## src/rtl/factorial_inverse_if.sv

```systemverilog
// Handshake and result bundle for the factorial inverse block.
// The requester drives start/val_in; the block returns busy, done and the result.
interface factorial_inverse_if #(
  parameter int WIDTH = 32,
  parameter int NW    = 4
);
  logic             start;
  logic [WIDTH-1:0] val_in;
  logic             busy;
  logic             done;
  logic [NW-1:0]    n_out;
  logic [WIDTH-1:0] fact_out;
  logic             exact;

  modport master (
    output start, val_in,
    input  busy, done, n_out, fact_out, exact
  );

  modport slave (
    input  start, val_in,
    output busy, done, n_out, fact_out, exact
  );
endinterface

```

## src/rtl/factorial_inverse.sv

```systemverilog
// Iterative inverse factorial: finds the largest n with n! <= V, n! itself and
// whether V is exactly a factorial. One multiply per cycle.
//
//   state | meaning
//   IDLE  | waiting for start; last result held on the outputs
//   CALC  | one multiply-and-compare step per cycle
module factorial_inverse #(
  parameter int WIDTH = 32,
  parameter int NW    = 4
) (
  input  logic                  clk,
  input  logic                  rst,
  factorial_inverse_if.slave    bus
);

  typedef enum logic {IDLE, CALC} state_t;

  localparam logic [NW-1:0] N_MAX = {NW{1'b1}};

  state_t             state, state_nx;
  logic [WIDTH-1:0]   val_r, val_nx;
  logic [WIDTH-1:0]   acc, acc_nx;
  logic [NW-1:0]      n, n_nx;
  logic               done_r, done_nx;
  logic [NW-1:0]      n_res, n_res_nx;
  logic [WIDTH-1:0]   fact_r, fact_nx;
  logic               exact_r, exact_nx;

  logic [NW:0]        n_plus;
  logic [2*WIDTH-1:0] prod;
  logic [2*WIDTH-1:0] val_wide;

  // Full double-width product so the compare never sees a wrapped value.
  assign n_plus   = {1'b0, n} + {{NW{1'b0}}, 1'b1};
  assign prod     = {{WIDTH{1'b0}}, acc} * {{(2*WIDTH-NW-1){1'b0}}, n_plus};
  assign val_wide = {{WIDTH{1'b0}}, val_r};

  // Next-state, datapath and result computation.
  always_comb begin
    state_nx = state;
    val_nx   = val_r;
    acc_nx   = acc;
    n_nx     = n;
    done_nx  = 1'b0;
    n_res_nx = n_res;
    fact_nx  = fact_r;
    exact_nx = exact_r;
    case (state)
      IDLE: begin
        if (bus.start) begin
          val_nx   = bus.val_in;
          acc_nx   = {{(WIDTH-1){1'b0}}, 1'b1};
          n_nx     = {{(NW-1){1'b0}}, 1'b1};
          state_nx = CALC;
        end
      end
      CALC: begin
        if (acc > val_r) begin
          // Only reachable for V=0: report 0! = 1, never exact.
          n_res_nx = '0;
          fact_nx  = {{(WIDTH-1){1'b0}}, 1'b1};
          exact_nx = 1'b0;
          done_nx  = 1'b1;
          state_nx = IDLE;
        end else if ((prod <= val_wide) && (n != N_MAX)) begin
          acc_nx = prod[WIDTH-1:0];
          n_nx   = n_plus[NW-1:0];
        end else begin
          n_res_nx = n;
          fact_nx  = acc;
          exact_nx = (acc == val_r);
          done_nx  = 1'b1;
          state_nx = IDLE;
        end
      end
      default: state_nx = IDLE;
    endcase
  end

  // State and result registers; reset aborts any calculation in flight.
  always_ff @(posedge clk) begin
    if (rst) begin
      state   <= IDLE;
      val_r   <= '0;
      acc     <= '0;
      n       <= '0;
      done_r  <= 1'b0;
      n_res   <= '0;
      fact_r  <= '0;
      exact_r <= 1'b0;
    end else begin
      state   <= state_nx;
      val_r   <= val_nx;
      acc     <= acc_nx;
      n       <= n_nx;
      done_r  <= done_nx;
      n_res   <= n_res_nx;
      fact_r  <= fact_nx;
      exact_r <= exact_nx;
    end
  end

  assign bus.busy     = (state == CALC);
  assign bus.done     = done_r;
  assign bus.n_out    = n_res;
  assign bus.fact_out = fact_r;
  assign bus.exact    = exact_r;

endmodule
```

## src/flat_wrapper.sv

```systemverilog
// flat-port wrapper written by rule: the top's interface ports become plain ports
module factorial_inverse_flat 
#(
  parameter int WIDTH = 32,
  parameter int NW    = 4
)
  (clk, rst, bus_start, bus_val_in, bus_busy, bus_done, bus_n_out, bus_fact_out, bus_exact);
  factorial_inverse_if #(.WIDTH(WIDTH), .NW(NW)) bus_i ();
  input  logic clk;
  input  logic rst;
  input wire logic [$bits(bus_i.start)-1:0] bus_start;
  input wire logic [$bits(bus_i.val_in)-1:0] bus_val_in;
  output wire logic [$bits(bus_i.busy)-1:0] bus_busy;
  output wire logic [$bits(bus_i.done)-1:0] bus_done;
  output wire logic [$bits(bus_i.n_out)-1:0] bus_n_out;
  output wire logic [$bits(bus_i.fact_out)-1:0] bus_fact_out;
  output wire logic [$bits(bus_i.exact)-1:0] bus_exact;
  assign bus_i.start = bus_start;
  assign bus_i.val_in = bus_val_in;
  assign bus_busy = bus_i.busy;
  assign bus_done = bus_i.done;
  assign bus_n_out = bus_i.n_out;
  assign bus_fact_out = bus_i.fact_out;
  assign bus_exact = bus_i.exact;
  factorial_inverse #(.WIDTH(WIDTH), .NW(NW)) u_core (.clk(clk), .rst(rst), .bus(bus_i));
endmodule
```

## config.mk

```make
export PLATFORM = sky130hd
export DESIGN_NAME = factorial_inverse_flat
export DESIGN_NICKNAME = d
export VERILOG_FILES = /design/src/rtl/factorial_inverse_if.sv /design/src/rtl/factorial_inverse.sv /design/src/flat_wrapper.sv
export SDC_FILE = /design/constraint.sdc
export NUM_CORES = 1
export LEC_CHECK = 0
export ABC_AREA = 1
export CAP_MARGIN = 0
export CORE_MARGIN = 5
export CORE_UTILIZATION = 60
export CTS_CLUSTER_SIZE = 14
export DETAILED_ROUTE_END_ITERATION = 8
export GPL_ROUTABILITY_DRIVEN = 0
export PLACE_DENSITY = 0.81
export RECOVER_POWER = 100
export SETUP_SLACK_MARGIN = 0.5
export SYNTH_ARGS = -nofsm -noshare
export SYNTH_HDL_FRONTEND = slang
export SYNTH_SLANG_ARGS = --single-unit
```

## constraint.sdc

```tcl
create_clock -name clk -period 17.15 [get_ports clk]
set_clock_uncertainty 0.15 [all_clocks]
set_input_delay 2.5725 -clock clk [delete_from_list [all_inputs] [get_ports clk]]
set_output_delay 2.5725 -clock clk [all_outputs]
set_load 0.01 [all_outputs]
```

==> results of run 1 <==
through the flow:
stage / instances / cell area [µm²] / hold slack [ns] / util
after floorplan: 1630 / 11300 / 0.308 / -
after global placement: 1881 / 12100 / 0.308 / 0.649
after detailed placement: 1881 / 12100 / 0.313 / 0.649
after CTS: 1897 / 12400 / 0.326 / 0.666
after global routing: 1897 / 12400 / 0.347 / 0.663
final: 1897 / 12400 / 0.317 / 0.663
cells in the final DEF, fill, tap and decap left out, types with 2 or more instances in the layout:
cell and n:
fa_1 90, dlygate4sd3_1 40, nand3_2 15, nand3_1 119, a21oi_1 131, clkinv_8 2
a21o_1 6, xor2_1 21, o21a_1 3, ha_1 110, nor3_1 7, o21bai_1 6
nand2_1 328, xnor2_1 6, o21ai_0 53, clkdlybuf4s50_1 33, nor4_1 5, inv_2 8
nor2_2 3, buf_4 5, nor2_1 191, nand4_1 43, dfxtp_1 107, clkbuf_16 9
o21ai_1 2, nand2_2 7, a31oi_1 3, inv_1 292
cells by family (layout without fill, tap and decap cells):
family	Yosys count	in the layout
AOI/OAI and AO/OA	206	206
and+or+nand+nor	726	726
buffers and inverters	364	397
DFF	107	107
xor gates and xnor gates	27	27
adders and majority gates	200	200
synth_stat cells (3+ instances only):
cell / count
o21ai_0: 53
buf_4: 10
nor4_1: 5
xor2_1: 21
a31oi_1: 3
inv_2: 9
a21o_1: 6
fa_1: 90
nand3_2: 21
nor2_2: 3
o21a_1: 3
nor3_1: 7
nand3_1: 113
xnor2_1: 6
dfxtp_1: 107
a21oi_1: 131
nand4_1: 42
buf_2: 6
clkbuf_1: 41
nor2_1: 191
nand2_1: 325
o21bai_1: 6
ha_1: 110
nand2_2: 9
inv_1: 292
path summary, 6_finish.rpt:
| kind | start | to | slack [ns] | cells past startpoint |
|---|---|---|---|---|
| min reg2reg | u_core.bus.fact_out[6] | u_core.bus.fact_out[6] | 0.32 | 2 |
| max | u_core.n[0] | u_core.bus.fact_out[21] | 4.85 | 35 |
| min | u_core.bus.fact_out[6] | u_core.bus.fact_out[6] | 0.32 | 2 |
| max reg2reg | u_core.n[0] | u_core.bus.fact_out[21] | 4.85 | 35 |
registers in the layout, summed over array words and instances (netlist names):
name,flops
u_core.n,4
u_core.acc,32
u_core.bus.exact,1
u_core.bus.busy,1
u_core.bus.fact_out,32
u_core.bus.n_out,4
u_core.val_r,32
u_core.bus.done,1
final cells by class:
type                       instances  area, µm²
multi-input combinational       1159       7680
sequential                       107       2140
inverter                         303       1140
clock inverter                     6       91.3
tap                              234        293
timing repair buffer              78        768
fill                            1661       6290
clock buffer                      10        239
critical path, delay by kind of cell (launching register included):
| family | cells | cell delay, ns |
|---|---|---|
| AO/OA/AOI/OAI | 1 | 0.32 |
| buffers and inverters | 5 | 3.21 |
| adder cells (fa/ha/maj) | 5 | 2.23 |
| XOR/XNOR | 1 | 0.27 |
| AND/OR/NAND/NOR | 23 | 5.31 |
| flip-flops | 1 | 0.65 |
power groups by stage:
| stage | combinational (W) | clock [W] | sequential, W |
|---|---|---|---|
| after floorplan | 0.0000538 | 0 | 0.000264 |
| after global routing | 0.0000924 | 0.000248 | 0.000261 |
| after CTS | 0.0000826 | 0.000239 | 0.000259 |
| after detailed placement | 0.0000818 | 0 | 0.000265 |
| after global placement | 0.0000793 | 0 | 0.000265 |
| final | 0.0000838 | 0.000237 | 0.000260 |
per-layer routing:
layer,global-route usage,wire length (µm)
met1,0.365,12500
met2,0.491,15100
met3,0.0460,2460
met4,0.156,1820
met5,0,0
==> flow_metrics.tcl, run 1 <==
set metrics [dict create \
    rsz0062_at_grt "no" \
    globalRoute.totalOverflow 0 \
    finalMaxSlewViolations 215 \
    crit_top_cell "nand2_1" \
    yosysUniqueCellTypes 42 \
    min_path_type "flop to flop" \
    synth_area_um2 11300 \
    fmax_ghz 0.0813 \
    path_clk_slew_ns 0.08 \
    status "finished, violations left" \
    die-area_um2 21700 \
    fin_crit_sh 0.717 \
    clkSinkCount 107 \
    postCtsSetupBuffers 0 \
    switching_power_w 0.000177 \
    cp-start-kind "flop" \
    drt_wl_total_um 31900 \
    vias_per_cell 5.75 \
    synthToLayoutAreaGrowth_pct 9.04 \
    rows 50 \
    synth_flop_cell "dfxtp_1" \
    power_frac_clock 0.408 \
    ctsHoldBuffers 0 \
    initialDrtViolationCount 1135 \
    power_frac_comb 0.144 \
    worstMarginPinSlew_ns 3.22 \
    io_pins 74 \
    synth_top_area_cell "dfxtp_1" \
    synth_top_area_share 0.189 \
    powerDensity_nw_per_um2 47.0 \
    die_y_um 147 \
    first_global_vias 10600 \
    cts_buffers 9 \
    failed_checks "capacitance limit, slew limit" \
    grt_max_degree 101 \
    io_buffer_count 73 \
    ys_ff_latch 107 \
    synth-simple-area-share 0.286 \
    drt_first_pass_iters 6 \
    cp.arrival_ns 12.41 \
    cts-root-buf "clkbuf_16" \
    diodes 0 \
    die_w_um 147 \
    p_total_w 0.000580 \
    synth_nets 1865 \
    postSynthCellCount 1630 \
    crit_type "flop to flop" \
    p_leak_nw 6.55 \
    path_max_fanout 38 \
    slowest_delay_ns 1.67 \
    slew-limit-headroom -1.15 \
    crit_slowest_cell "clkinvlp_2" \
    cts_tree "done" \
    ys_warn_count 0 \
    max-vdd-ir-drop_mv 0.0450 \
    synthArstFlopShare 0 \
    cts_buffer_depth 2 \
    timing.final.ws_setup_ns 4.85 \
    dp_hpwl_um 24400 \
    p_int_w 0.000403 \
    synth_top_family_by_area "simple AND/OR/NAND/NOR gates" \
    core_um2 18600 \
    yosysSeqAreaShare 0.189 \
    finalHoldViolations 0 \
    cp_data_required_time_ns 17.25 \
    tns_ns 0 \
    vias 10900 \
    initial_core_util 0.608 \
    synth-xor-area-share 0.0209 \
    synthMuxAreaShare 0 \
    layout.nets 1893 \
    grt_pass1_wl_um 52100 \
    drive_gt1_frac 0.0379 \
    min_period_ns 12.30 \
    synth.avg_cell_area_um2 6.95 \
    drc 0 \
    wire_per_inst_um 16.8 \
    maxCapViolations 4 \
    track_usage 0.293 \
    final-setup-viol-count 0 \
    p_sw_frac 0.306 \
    synthAdderAreaFrac 0.281 \
    clkLatencyLatePin_ns 0.37 \
    netlist_top_cells_area "dfxtp_1, fa_1, ha_1, nand2_1, inv_1" \
    pwr-share-seq 0.447 \
    ctsResizeCount 0 \
    htree_levels 3 \
    synth_edf_count 0 \
    antenna_found_initial 0 \
    end_kind "flop" \
    synth_compound_gate_area_share 0.0951 \
    ant_nets 0 \
    pre_cts_slack_ns 7.45 \
]
No activity file was read; power rests on OpenSTA's default activity.
==> run 2, diff against run 1 <==
--- a/config.mk
+++ b/config.mk
@@ -8,11 +8,11 @@
 export ABC_AREA = 1
 export CAP_MARGIN = 0
 export CORE_MARGIN = 5
-export CORE_UTILIZATION = 60
+export CORE_UTILIZATION = 56
 export CTS_CLUSTER_SIZE = 14
 export DETAILED_ROUTE_END_ITERATION = 8
 export GPL_ROUTABILITY_DRIVEN = 0
-export PLACE_DENSITY = 0.81
+export PLACE_DENSITY = 0.79
 export RECOVER_POWER = 100
 export SETUP_SLACK_MARGIN = 0.5
 export SYNTH_ARGS = -nofsm -noshare
==> constraint.sdc (replaced) <==
create_clock -name clk -period 11.2 [get_ports clk]
set_clock_uncertainty 0.15 [all_clocks]
set_input_delay 1.68 -clock clk [delete_from_list [all_inputs] [get_ports clk]]
set_output_delay 1.68 -clock clk [all_outputs]
set_load 0.01 [all_outputs]
==> run 2 against run 1 <==
Against the previous run:
- the run still ends with capacitance limit, slew limit left
- register-to-register slack lost 3.1 ns
- critical path depth is 2 higher
- first-iteration DRC count down 17%
- via count is 0.64% lower
- flip-flop and latch count is the same
- highest routed layer unchanged
==> flow_metrics.tcl, run 2 (synthesized netlist as in run 1, its figures left out) <==
set metrics [dict create \
    status "finished, violations left" \
    failed_checks "capacitance limit, slew limit" \
    path_clk_slew_ns 0.08 \
    crit_slowest_cell "clkinv_1" \
    initial_core_util 0.564 \
    grt_pass1_wl_um 51300 \
    final_common_cell "nand2_1" \
    max-vdd-ir-drop_mv 0.0714 \
    r2r_end "u_core.bus.fact_out[18]" \
    grt_max_degree 101 \
    vias_per_cell 5.60 \
    first_global_vias 10300 \
    fin_crit_sh 0.846 \
    min_period_ns 9.47 \
    powerDensity_nw_per_um2 68.7 \
    r2r_cells 37 \
    cts-root-buf "clkbuf_16" \
    hold_end "u_core.bus.fact_out[23]" \
    n_fill_cell 1859 \
    cp_data_required_time_ns 11.35 \
    postCtsSetupBuffers 0 \
    hold_ws_ns 0.319 \
    clkSinkCount 107 \
    cts_buffers 9 \
    antenna_found_initial 0 \
    maxCapViolations 1 \
    p_leak_nw 6.54 \
    core_um2 20100 \
    ctsHoldBuffers 0 \
    ant_nets 0 \
    placed_cell_area_um2 12100 \
    ctsResizeCount 0 \
    synthToLayoutAreaGrowth_pct 8.71 \
    seq_area_um2 2140 \
    rsz0062_at_grt "no" \
    rows 52 \
    multi_input_area_um2 7640 \
    final-setup-viol-count 0 \
    htree_levels 3 \
    worstHoldPathCells 2 \
    drc 0 \
    postLayoutCellArea_um2 12300 \
    track_usage 0.266 \
    clkLatencyLatePin_ns 0.36 \
    finalHoldViolations 0 \
    min_path_type "flop to flop" \
    dp_hpwl_um 24500 \
    die-area_um2 23200 \
    end_kind "flop" \
    tns_ns 0 \
    globalRoute.totalOverflow 0 \
    path_max_fanout 38 \
    cp-start-kind "flop" \
    drt_first_pass_iters 6 \
    diodes 0 \
    cts_tree "done" \
    fmax_ghz 0.106 \
    worstMarginPinSlew_ns 3.14 \
    crit_top_cell "nand2_1" \
    cts_buffer_depth 2 \
    crit_type "flop to flop" \
    layout.nets 1893 \
    final_cell_mix "nand2_1, inv_1, nor2_1" \
    wire_per_inst_um 16.2 \
    drive_gt1_frac 0.0313 \
    drt_wl_total_um 31300 \
    slowest_delay_ns 0.85 \
    io_buffer_count 73 \
    die_y_um 152 \
    hp-start "u_core.bus.fact_out[23]" \
    slew-limit-headroom -1.10 \
    r2r_start "u_core.n[0]" \
    finalMaxSlewViolations 101 \
    die_w_um 152 \
    vias 10800 \
    io_pins 74 \
    initialDrtViolationCount 947 \
    regToRegSetupSlack_ns 1.73 \
    cp.arrival_ns 9.62 \
]
[run 2: routing by layer]
layer  routed length (µm)  global-route usage  share of wire
met2                15100               0.458           0.48
met3                 2620              0.0352          0.084
met4                 1290               0.106          0.041
met5                    0                   0              0
met1                12300               0.338           0.39
[run 2: critical path: cells and delay by family, from the launching register on]
kind	cells	cell delay (ns)
AOI/OAI and AO/OA	3	0.63
adders and majority gates	5	2.24
buffers and inverters	5	2.04
DFF	1	0.64
and+or+nand+nor	24	3.67
[run 2: where the power goes]
| part | internal (W) | switching, W | leakage (nW) |
|---|---|---|---|
| Sequential | 0.000392 | 0.00000555 | 0.870 |
| Clock | 0.000161 | 0.000161 | 0.142 |
| Combinational | 0.0000380 | 0.0000883 | 5.53 |
| Total | 0.000591 | 0.000255 | 6.54 |
[run 2: how the worst max path moves through the flow]
| stage | startpoint | end | slack [ns] |
|---|---|---|---|
| after global placement | u_core.n[0] | u_core.bus.n_out[1] | 2.46 |
| after floorplan | u_core.n[0] | u_core.acc[24] | 4.77 |
| after detailed placement | u_core.n[0] | u_core.acc[29] | 2.19 |
| after global routing | u_core.n[0] | u_core.bus.fact_out[16] | 1.11 |
| final | u_core.n[0] | u_core.bus.fact_out[18] | 1.73 |
| after CTS | u_core.n[0] | u_core.acc[23] | 2.11 |
[run 2: cell type report]
type / count / area share
Clock buffer: 11 / 0.0197
Clock inverter: 5 / 0.00376
Inverter: 303 / 0.0926
Multi-Input combinational cell: 1159 / 0.620
Sequential cell: 107 / 0.174
Tap cell: 270 / 0.0274
Timing Repair Buffer: 78 / 0.0624
[run 2: metrics by stage]
step                      utilization  std cells  setup WS, ns  power (W)
after floorplan                     -       1630          4.77   0.000487
after global placement          0.604       1917          2.46   0.000528
after detailed placement        0.604       1917          2.19   0.000531
after CTS                       0.618       1933          2.11   0.000848
after global routing            0.613       1933          1.11   0.000879
final                           0.613       1933          1.73   0.000846
